**src/rtl/rf_pkg.sv**
```systemverilog
// Shared constants and state encoding for the register-file dump reader.
package rf_pkg;

   localparam int RF_DATA_W = 32;
   localparam int RF_ADDR_W = 5;
   localparam int RF_DEPTH  = 32;

   typedef enum logic [2:0] {
      IDLE,
      ISSUE,
      CAPTURE,
      DRAIN,
      DONE
   } rf_state_t;

endpackage

```
**src/rtl/rf_dump_buf.sv**
```systemverilog
// Two-entry capture/drain buffer: loads one or two read-port words at once,
// then presents them oldest-first and retires one per pop.
module rf_dump_buf
   import rf_pkg::*;
#(
   parameter int DATA_W = RF_DATA_W
)
(
   input  logic              Clk,
   input  logic              Rst_n,
   input  logic              i_load,
   input  logic              i_load_b,
   input  logic [DATA_W-1:0] i_data_a,
   input  logic [DATA_W-1:0] i_data_b,
   input  logic              i_pop,
   output logic [DATA_W-1:0] o_data,
   output logic              o_valid,
   output logic              o_last
);

   logic [DATA_W-1:0] r_data [2];
   logic [1:0]        r_valid;

   logic [DATA_W-1:0] w_in [2];
   logic [1:0]        w_in_valid;
   logic [1:0]        w_pop_sel;

   assign w_in[0]    = i_data_a;
   assign w_in[1]    = i_data_b;
   assign w_in_valid = {i_load_b, 1'b1};

   // Entry 0 always drains before entry 1.
   assign w_pop_sel  = {i_pop & ~r_valid[0] & r_valid[1], i_pop & r_valid[0]};

   always_ff @(posedge Clk) begin
      if (!Rst_n) begin
         for (int i = 0; i < 2; i++) begin
            r_data[i]  <= '0;
            r_valid[i] <= 1'b0;
         end
      end else begin
         for (int i = 0; i < 2; i++) begin
            if (i_load) begin
               r_data[i]  <= w_in[i];
               r_valid[i] <= w_in_valid[i];
            end else if (w_pop_sel[i]) begin
               r_valid[i] <= 1'b0;
            end
         end
      end
   end

   assign o_data  = r_valid[0] ? r_data[0] : r_data[1];
   assign o_valid = r_valid[0] | r_valid[1];
   assign o_last  = r_valid[0] ^ r_valid[1];

endmodule

```
**src/rtl/rf_dump_reader.sv**
```systemverilog
// Walks a wrapping register range, fetching two registers per read issue,
// and streams the words out on a valid/ready interface.
module rf_dump_reader
   import rf_pkg::*;
#(
   parameter int DATA_W = RF_DATA_W,
   parameter int ADDR_W = RF_ADDR_W
)
(
   input  logic              Clk,
   input  logic              Rst_n,
   input  logic              Start,
   input  logic [ADDR_W-1:0] BaseAddr,
   input  logic [ADDR_W:0]   Count,
   output logic              Busy,
   output logic              Done,
   output logic [ADDR_W-1:0] ReadA,
   output logic              ReadAEn,
   output logic [ADDR_W-1:0] ReadB,
   output logic              ReadBEn,
   input  logic [DATA_W-1:0] RfDataA,
   input  logic [DATA_W-1:0] RfDataB,
   output logic [DATA_W-1:0] DataOut,
   output logic              OutValid,
   input  logic              OutReady,
   output logic              OutLast
);

   localparam logic [ADDR_W:0] L_DEPTH = (ADDR_W+1)'(1 << ADDR_W);

   rf_state_t         r_state;
   rf_state_t         w_state_next;
   logic [ADDR_W-1:0] r_ptr;
   logic [ADDR_W:0]   r_rem;
   logic [ADDR_W-1:0] r_read_a;
   logic [ADDR_W-1:0] r_read_b;
   logic              r_b_issued;

   logic [ADDR_W:0]   w_count_clamped;
   logic              w_issue;
   logic              w_issue_b;
   logic [ADDR_W-1:0] w_ptr_inc;
   logic [ADDR_W-1:0] w_step_ptr;
   logic [ADDR_W:0]   w_step_rem;
   logic              w_fire;
   logic [DATA_W-1:0] w_buf_data;
   logic              w_buf_valid;
   logic              w_buf_last;

   assign w_count_clamped = (Count > L_DEPTH) ? L_DEPTH : Count;
   assign w_issue         = (r_state == ISSUE);
   assign w_issue_b       = w_issue && (r_rem >= (ADDR_W+1)'(2));
   assign w_ptr_inc       = r_ptr + ADDR_W'(1);
   assign w_step_ptr      = r_b_issued ? ADDR_W'(2) : ADDR_W'(1);
   assign w_step_rem      = {1'b0, w_step_ptr};

   always_ff @(posedge Clk) begin
      if (!Rst_n) begin
         r_state    <= IDLE;
         r_ptr      <= '0;
         r_rem      <= '0;
         r_read_a   <= '0;
         r_read_b   <= '0;
         r_b_issued <= 1'b0;
      end else begin
         r_state <= w_state_next;
         case (r_state)
            IDLE: begin
               if (Start) begin
                  r_ptr <= BaseAddr;
                  r_rem <= w_count_clamped;
               end
            end
            ISSUE: begin
               r_read_a   <= r_ptr;
               r_b_issued <= w_issue_b;
               if (w_issue_b) begin
                  r_read_b <= w_ptr_inc;
               end
            end
            CAPTURE: begin
               r_ptr <= r_ptr + w_step_ptr;
               r_rem <= r_rem - w_step_rem;
            end
            default: ;
         endcase
      end
   end

   always_comb begin
      w_state_next = r_state;
      case (r_state)
         IDLE: begin
            if (Start) begin
               w_state_next = (w_count_clamped == '0) ? DONE : ISSUE;
            end
         end
         ISSUE:   w_state_next = CAPTURE;
         CAPTURE: w_state_next = DRAIN;
         DRAIN: begin
            // Leave on the handshake of the final buffered word, not a cycle later.
            if (!w_buf_valid || (w_fire && w_buf_last)) begin
               w_state_next = (r_rem == '0) ? DONE : ISSUE;
            end
         end
         DONE:    w_state_next = IDLE;
         default: w_state_next = IDLE;
      endcase
   end

   rf_dump_buf #(
      .DATA_W   (DATA_W)
   ) u_buf (
      .Clk      (Clk),
      .Rst_n    (Rst_n),
      .i_load   (r_state == CAPTURE),
      .i_load_b (r_b_issued),
      .i_data_a (RfDataA),
      .i_data_b (RfDataB),
      .i_pop    (w_fire),
      .o_data   (w_buf_data),
      .o_valid  (w_buf_valid),
      .o_last   (w_buf_last)
   );

   assign Busy     = (r_state != IDLE);
   assign Done     = (r_state == DONE);
   assign ReadAEn  = w_issue;
   assign ReadA    = w_issue ? r_ptr : r_read_a;
   assign ReadBEn  = w_issue_b;
   assign ReadB    = w_issue_b ? w_ptr_inc : r_read_b;
   assign OutValid = (r_state == DRAIN) && w_buf_valid;
   assign w_fire   = OutValid && OutReady;
   assign DataOut  = OutValid ? w_buf_data : '0;
   assign OutLast  = OutValid && w_buf_last && (r_rem == '0);

endmodule

```
**config.mk**
```make
export PLATFORM = sky130hd
export DESIGN_NAME = rf_dump_reader
export DESIGN_NICKNAME = d
export VERILOG_FILES = /design/src/rtl/rf_pkg.sv /design/src/rtl/rf_dump_buf.sv /design/src/rtl/rf_dump_reader.sv
export SDC_FILE = /design/constraint.sdc
export NUM_CORES = 1
export LEC_CHECK = 0
export ABC_AREA = 0
export BUFFER_PORTS_ARGS = -buffer_cell sky130_fd_sc_hd__clkbuf_2
export CAP_MARGIN = 20
export CORE_MARGIN = 2
export CORE_UTILIZATION = 55
export DETAILED_ROUTE_END_ITERATION = 7
export PLACE_DENSITY = 0.94
export SLEW_MARGIN = 20
export SYNTH_ARGS = -nofsm -noshare
export SYNTH_HDL_FRONTEND = slang
export SYNTH_SLANG_ARGS = --single-unit
```
**constraint.sdc**
```tcl
create_clock -name Clk -period 5.7 [get_ports Clk]
set_clock_uncertainty 0.15 [all_clocks]
set_input_delay 0.285 -clock Clk [delete_from_list [all_inputs] [get_ports Clk]]
set_output_delay 0.285 -clock Clk [all_outputs]
set_load 0.01 [all_outputs]
```
# After elaboration in Yosys (flattened, before gate mapping)
# Memory sizes are Yosys's and may differ from the RTL's.
# Index checks and enable logic that the tools add are counted.
# W data, S select, Z words.
# word_totals
in_bits	79
reg_bits	27
elab_cells	70
mem_bits_rw	64
output_inout_bits	48
n_memories	1
# memory_table
memory	words	word_bits	rd	rd_ports_with_merged_regs	write_ports	line	text
u_buf.r_data	2	32	2	0	2	rf_dump_buf.sv:21	logic [DATA_W-1:0] r_data [2];
# op_classes
n_eq_ne	6
n_reduce_logical	17
magnitude_cmp	2
muxes	25
n_addsub	3
bitwise	8
# ops
cell	count
$mux W32	4
$mux W5	3
$logic_not A6 Y1	2
$mux W3	4
$mux W6	2
$pmux W3 S4	1
$pmux W6 S2	1
$pmux W5 S2	1
$mux W1	8
$eq A3 B2 Y1 const B	2
$ge A6 B2 Y1 const B	1
$gt A6 B6 Y1 const B	1
$logic_and A1 B1 Y1	6
$reduce_bool A2 Y1	3
$sub A6 B2 Y6	1
$add A5 B1 Y5 const B	1
$add A5 B2 Y5	1
$ne A2 B2 Y1 const B	2
$reduce_and A2 Y1	2
$and A1 B1 Y1	3
$eq A3 B1 Y1 const B	1
$eq A3 B3 Y1 const B	1
$logic_not A3 Y1	1
$or A1 B1 Y1	3
other kinds (6)	6

# Logic depth before layout (Yosys ltp)
# logic_depth
depth_word	7
mapped_depth	10
mapped_depth_nobuf	7

# Cells and area by module
# From an unflattened synthesis, not the netlist that was laid out.
# hier_totals
cells_unflattened	390
hier_area_um2	4655.7
# by_module_without_submodules
mod	area_each_um2	seq_area_each_um2	instances	cells_per_inst
rf_dump_buf	3006.6	1961.9	1	190
rf_dump_reader	1649.1	500.5	1	200

# Worst setup path after synthesis
# OpenSTA, ideal clock, no wires.
# synth_timing
path_kind	flip-flop to flip-flop
from	register r_state[1]
to	memory u_buf.r_data[0][0] in the netlist's numbering, enable pin
setup_ns	0.424
stages_incl_launch_ff	4
path_slack_ns	2.996
synth_period_minus_slack_ns	2.704
t_required_ns	5.126
t_arrival_ns	2.130
n_path_buf	1
path_cell_list	dfxtp_1 clkbuf_1 nand2_1 nand2_1
# synth_rtl
element	line	text
start: declaration	rf_dump_reader.sv:31	rf_state_t r_state;
start signal: assignment	rf_dump_reader.sv:66	r_state <= w_state_next;
end: declaration	rf_dump_buf.sv:21	

# Worst setup path in the final report
# layout_timing
from	register u_buf.r_valid[0]
to	output OutLast
# layout_between
elab_chain_cells	4
elab_cells_between_ends	5
cone_classes	2 x bitwise; 3 x reduce/logical
# layout_rtl
element	line	text
start: declaration	rf_dump_buf.sv:22	logic [1:0] r_valid;
start signal: indexed assignment	rf_dump_buf.sv:45	r_valid[i] <= w_in_valid[i];
$or A1 B1 Y1	rf_dump_buf.sv:54	assign o_valid = r_valid[0] | r_valid[1];
$logic_and A1 B1 Y1	rf_dump_reader.sv:132	assign OutValid = (r_state == DRAIN) && w_buf_valid;
$logic_and A1 B1 Y1 * (2 in a row)	rf_dump_reader.sv:135	assign OutLast = OutValid && w_buf_last && (r_rem == '0);
end: declaration	rf_dump_reader.sv:26	output logic OutLast
# Every way passes the cells marked *; elsewhere a longest branch is shown, timed or not.

==> impl_metrics.env <==
export IMPL_status="complete, no violations"
export IMPL_yosysSeqAreaShare_pct=56.4
export IMPL_clock_fmax_mhz=269
export IMPL_cp_slowest_cell="dfxtp_2"
export IMPL_synth_compound_area_share_pct=6.62
export IMPL_p_leak_uw=0.00237
export IMPL_slew_viol_final=0
export IMPL_cts_tree="built"
export IMPL_ff2ff_path_depth=6
export IMPL_hold_buffers=0
export IMPL_antenna_found_initial=0
export IMPL_synthMuxAreaShare_pct=9.20
export IMPL_path_depth=6
export IMPL_clkTransAtPathRegs_ps=90
export IMPL_htreeDepth=3
export IMPL_hold_slack_ps=64.8
export IMPL_synthDistinctLibCells=48
export IMPL_die_x_um=93.1
export IMPL_portBuffers=126
export IMPL_synth_fa_ha_area_share_pct=2.64
export IMPL_grt_first_pass_wirelength_um=14500
export IMPL_synth_simple_area_share_pct=20.1
export IMPL_gr_total_overflow=0
export IMPL_end_kind="output pin"
export IMPL_fin_crit_ps=3720
export IMPL_worst_pin_slew_ps=1050
export IMPL_cts_resized=0
export IMPL_crit_path_start="u_buf.r_valid[0]$_SDFFE_PN0P_"
export IMPL_setup_violations=0
export IMPL_grt_pass1_vias=3166
export IMPL_synth_top_area_share_pct=44.0
export IMPL_gp_congestion=0.803
export IMPL_power_total_uw=1610
export IMPL_drtIter0Drc=304
export IMPL_critPathKind="reg2out"
export IMPL_cp_top_family="simple AND/OR/NAND/NOR gates"
export IMPL_synth_top_flop_cell="edfxtp_1"
export IMPL_ant_nets=0
export IMPL_num_nets_final=586
export IMPL_cellPowerDensity_nw_per_um2=309
export IMPL_syn_area_sq_um=4370
export IMPL_drt_pass1_iterations=4
export IMPL_routedWlPerCell_um=14.8
export IMPL_drt_vias_per_instance=5.46
export IMPL_ctsLongestPathBuffers=2
export IMPL_r2r_end="r_state[0]$_SDFFE_PN0P_"
export IMPL_post_dp_cell_area_sq_um=5030
export IMPL_post_route_period_util_pct=65.3
export IMPL_insertion_delay_ps=340
export IMPL_synth_edf_count=64
export IMPL_cp_endpoint="OutLast"
export IMPL_synth_xor_area_share_pct=1.20
export IMPL_fin_area_sq_um=5220
export IMPL_crit_top_cell="inv_1"
export IMPL_synth_area_leader_cell="edfxtp_1"
export IMPL_num_rows=32
export IMPL_clock_sinks=91
export IMPL_drc_errors=0
export IMPL_synth_area_leaders="edfxtp_1 (44%), dfxtp_1 (12%), and3_1 (9.3%)"
export IMPL_cts_setup_buffers=0
export IMPL_rsz0062_at_grt="no"
export IMPL_drt_total_wl_um=8980
export IMPL_cp_max_fo=35
export IMPL_maxCapViolations=0
export IMPL_die_area_sq_um=8670
export IMPL_numCtsBuffers=9
export IMPL_crit_arrival_ps=3290
export IMPL_ys_ff_latch=91
export IMPL_area_delta_synth_final_pct=19.5
export IMPL_start_util_pct=56.5
export IMPL_synth_top_family_by_area="simple AND/OR/NAND/NOR gates"
export IMPL_vias=3307
export IMPL_track_usage_pct=21.3
export IMPL_syn_nets=475
export IMPL_die_h_um=93.1
export IMPL_drive_above_1_share_pct=31.5
export IMPL_n_antenna_cell=0
export IMPL_worst_r2r_startpoint="u_buf.r_valid[0]$_SDFFE_PN0P_"
export IMPL_critPathLaunchType="register"
export IMPL_cp_cell_sequence="inv_1, ha_1, nand4bb_2, inv_1, and3_1, clkbuf_2"
export IMPL_synthArstFlopShare_pct=0
export IMPL_coreArea_sq_um=7730
export IMPL_synthCells=388
export IMPL_path_buf_inv=3
export IMPL_dp_hpwl_um=6090
export IMPL_ys_warn_count=0
export IMPL_min_path_type="in2reg"
export IMPL_irDropWorstVdd_uv=169
export IMPL_cp_slowest_stage_delay_ps=1020
export IMPL_io_pins=127
export IMPL_grt_max_degree=81
export IMPL_fin_tns_setup_ps=0
export IMPL_cp_required_ps=5270
export IMPL_regToRegSetupSlack_ps=2440
export IMPL_slew_headroom_pct=29.8
export IMPL_synth_area_per_cell_sq_um=11.3
export IMPL_final_hold_violation_count=0
export IMPL_root_buffer="clkbuf_8"
## how the worst min path moves through the flow
stage	start	end	slack (ps)	cells past startpoint
4_1_cts	BaseAddr[0]	r_ptr[0]$_SDFFE_PN0P_	40	3
6_report	BaseAddr[0]	r_ptr[0]$_SDFFE_PN0P_	60	3
2_1_floorplan	u_buf.r_valid[1]$_SDFFE_PN0P_	u_buf.r_valid[1]$_SDFFE_PN0P_	300	2
5_1_grt	BaseAddr[0]	r_ptr[0]$_SDFFE_PN0P_	60	3
3_3_place_gp	u_buf.r_valid[1]$_SDFFE_PN0P_	u_buf.r_valid[1]$_SDFFE_PN0P_	320	2
3_5_place_dp	u_buf.r_valid[1]$_SDFFE_PN0P_	u_buf.r_valid[1]$_SDFFE_PN0P_	310	2
## layout make-up
type / instances / area (sq um)
fillers: 594 / 2510
flip-flops and latches: 91 / 2460
multi-input cells: 256 / 1750
repair buffers: 129 / 663
clock buffers: 10 / 128
well taps: 102 / 128
inverters: 12 / 45.0
clock inverters: 6 / 41.3
## worst register-to-register path: stages (launching register included)
cell       delay (ps)
dfxtp_2          1020
inv_1             110
ha_1              230
nand4bb_2         890
a21oi_1           580
nand2_1           100
o211ai_1          100
## logic make-up (layout without fill, tap and decap cells)
family,count (synthesis),after routing
adder cells (fa/ha/maj),8,8
buffers and inverters,41,157
AO/OA/AOI/OAI,41,41
multiplexers,39,39
AND/OR/NAND/NOR,162,162
flip-flops,91,91
XOR/XNOR,6,6
## stage by stage
stage / setup slack [ps] / cells / util (%)
floorplan: 3000 / 388 / -
global placement: 2400 / 589 / 65.1
detailed placement: 2310 / 589 / 65.1
CTS: 1910 / 605 / 67.3
global route: 1710 / 606 / 67.5
finish: 1980 / 606 / 67.5
## sequential cells by signal, indices dropped and copies added (netlist names)
signal         flops
u_buf.r_data      64
r_ptr              5
r_read_a           5
r_read_b           5
r_b_issued         1
r_state            3
r_rem              6
u_buf.r_valid      2
## layer usage
| metal | wire (um) | global-route usage [%] |
|---|---|---|
| met1 | 3810 | 28.0 |
| met2 | 4440 | 34.9 |
| met3 | 642 | 4.83 |
| met4 | 89 | 7.23 |
| met5 | 0 | 0 |
## synth_stat cells (3+ instances only)
cell / number
o2bb2ai_1: 3
dfxtp_1: 27
xnor2_1: 3
and2_1: 7
mux2i_1: 33
a21oi_1: 11
a22oi_1: 4
nor2_1: 48
nand3_1: 9
a211oi_1: 4
mux2_2: 5
and3_1: 65
edfxtp_1: 64
nand2_1: 16
buf_2: 4
ha_1: 6
clkbuf_1: 23
inv_1: 12
xor2_1: 3
o21ai_0: 4
## report_power, final
part / switching (uW) / internal [uW] / total (uW) / leakage, uW
Combinational: 193 / 165 / 358 / 0.00140
Clock: 220 / 159 / 379 / 0.0000787
Sequential: 69.0 / 805 / 874 / 0.000891
Total: 482 / 1130 / 1610 / 0.00237
## cells in the final DEF, fill, tap and decap left out, types with 3 or more instances in the layout
cell type   Yosys  layout
nand3_1         9       9
xnor2_1         3       3
and3_1         65      65
edfxtp_1       64      64
mux2_2          5       5
a22oi_1         4       4
dfxtp_1        27      26
inv_1          12      12
nor2_1         48      48
nand2_1        16      15
xor2_1          3       3
and2_1          7       7
clkbuf_2        0     125
a211oi_1        4       4
o2bb2ai_1       3       3
a21oi_1        11      11
ha_1            6       6
clkinvlp_4      0       3
clkbuf_8        0       9
mux2i_1        33      33
buf_4           1       3
o21ai_0         4       4
Power figures use the tool's default switching activity.
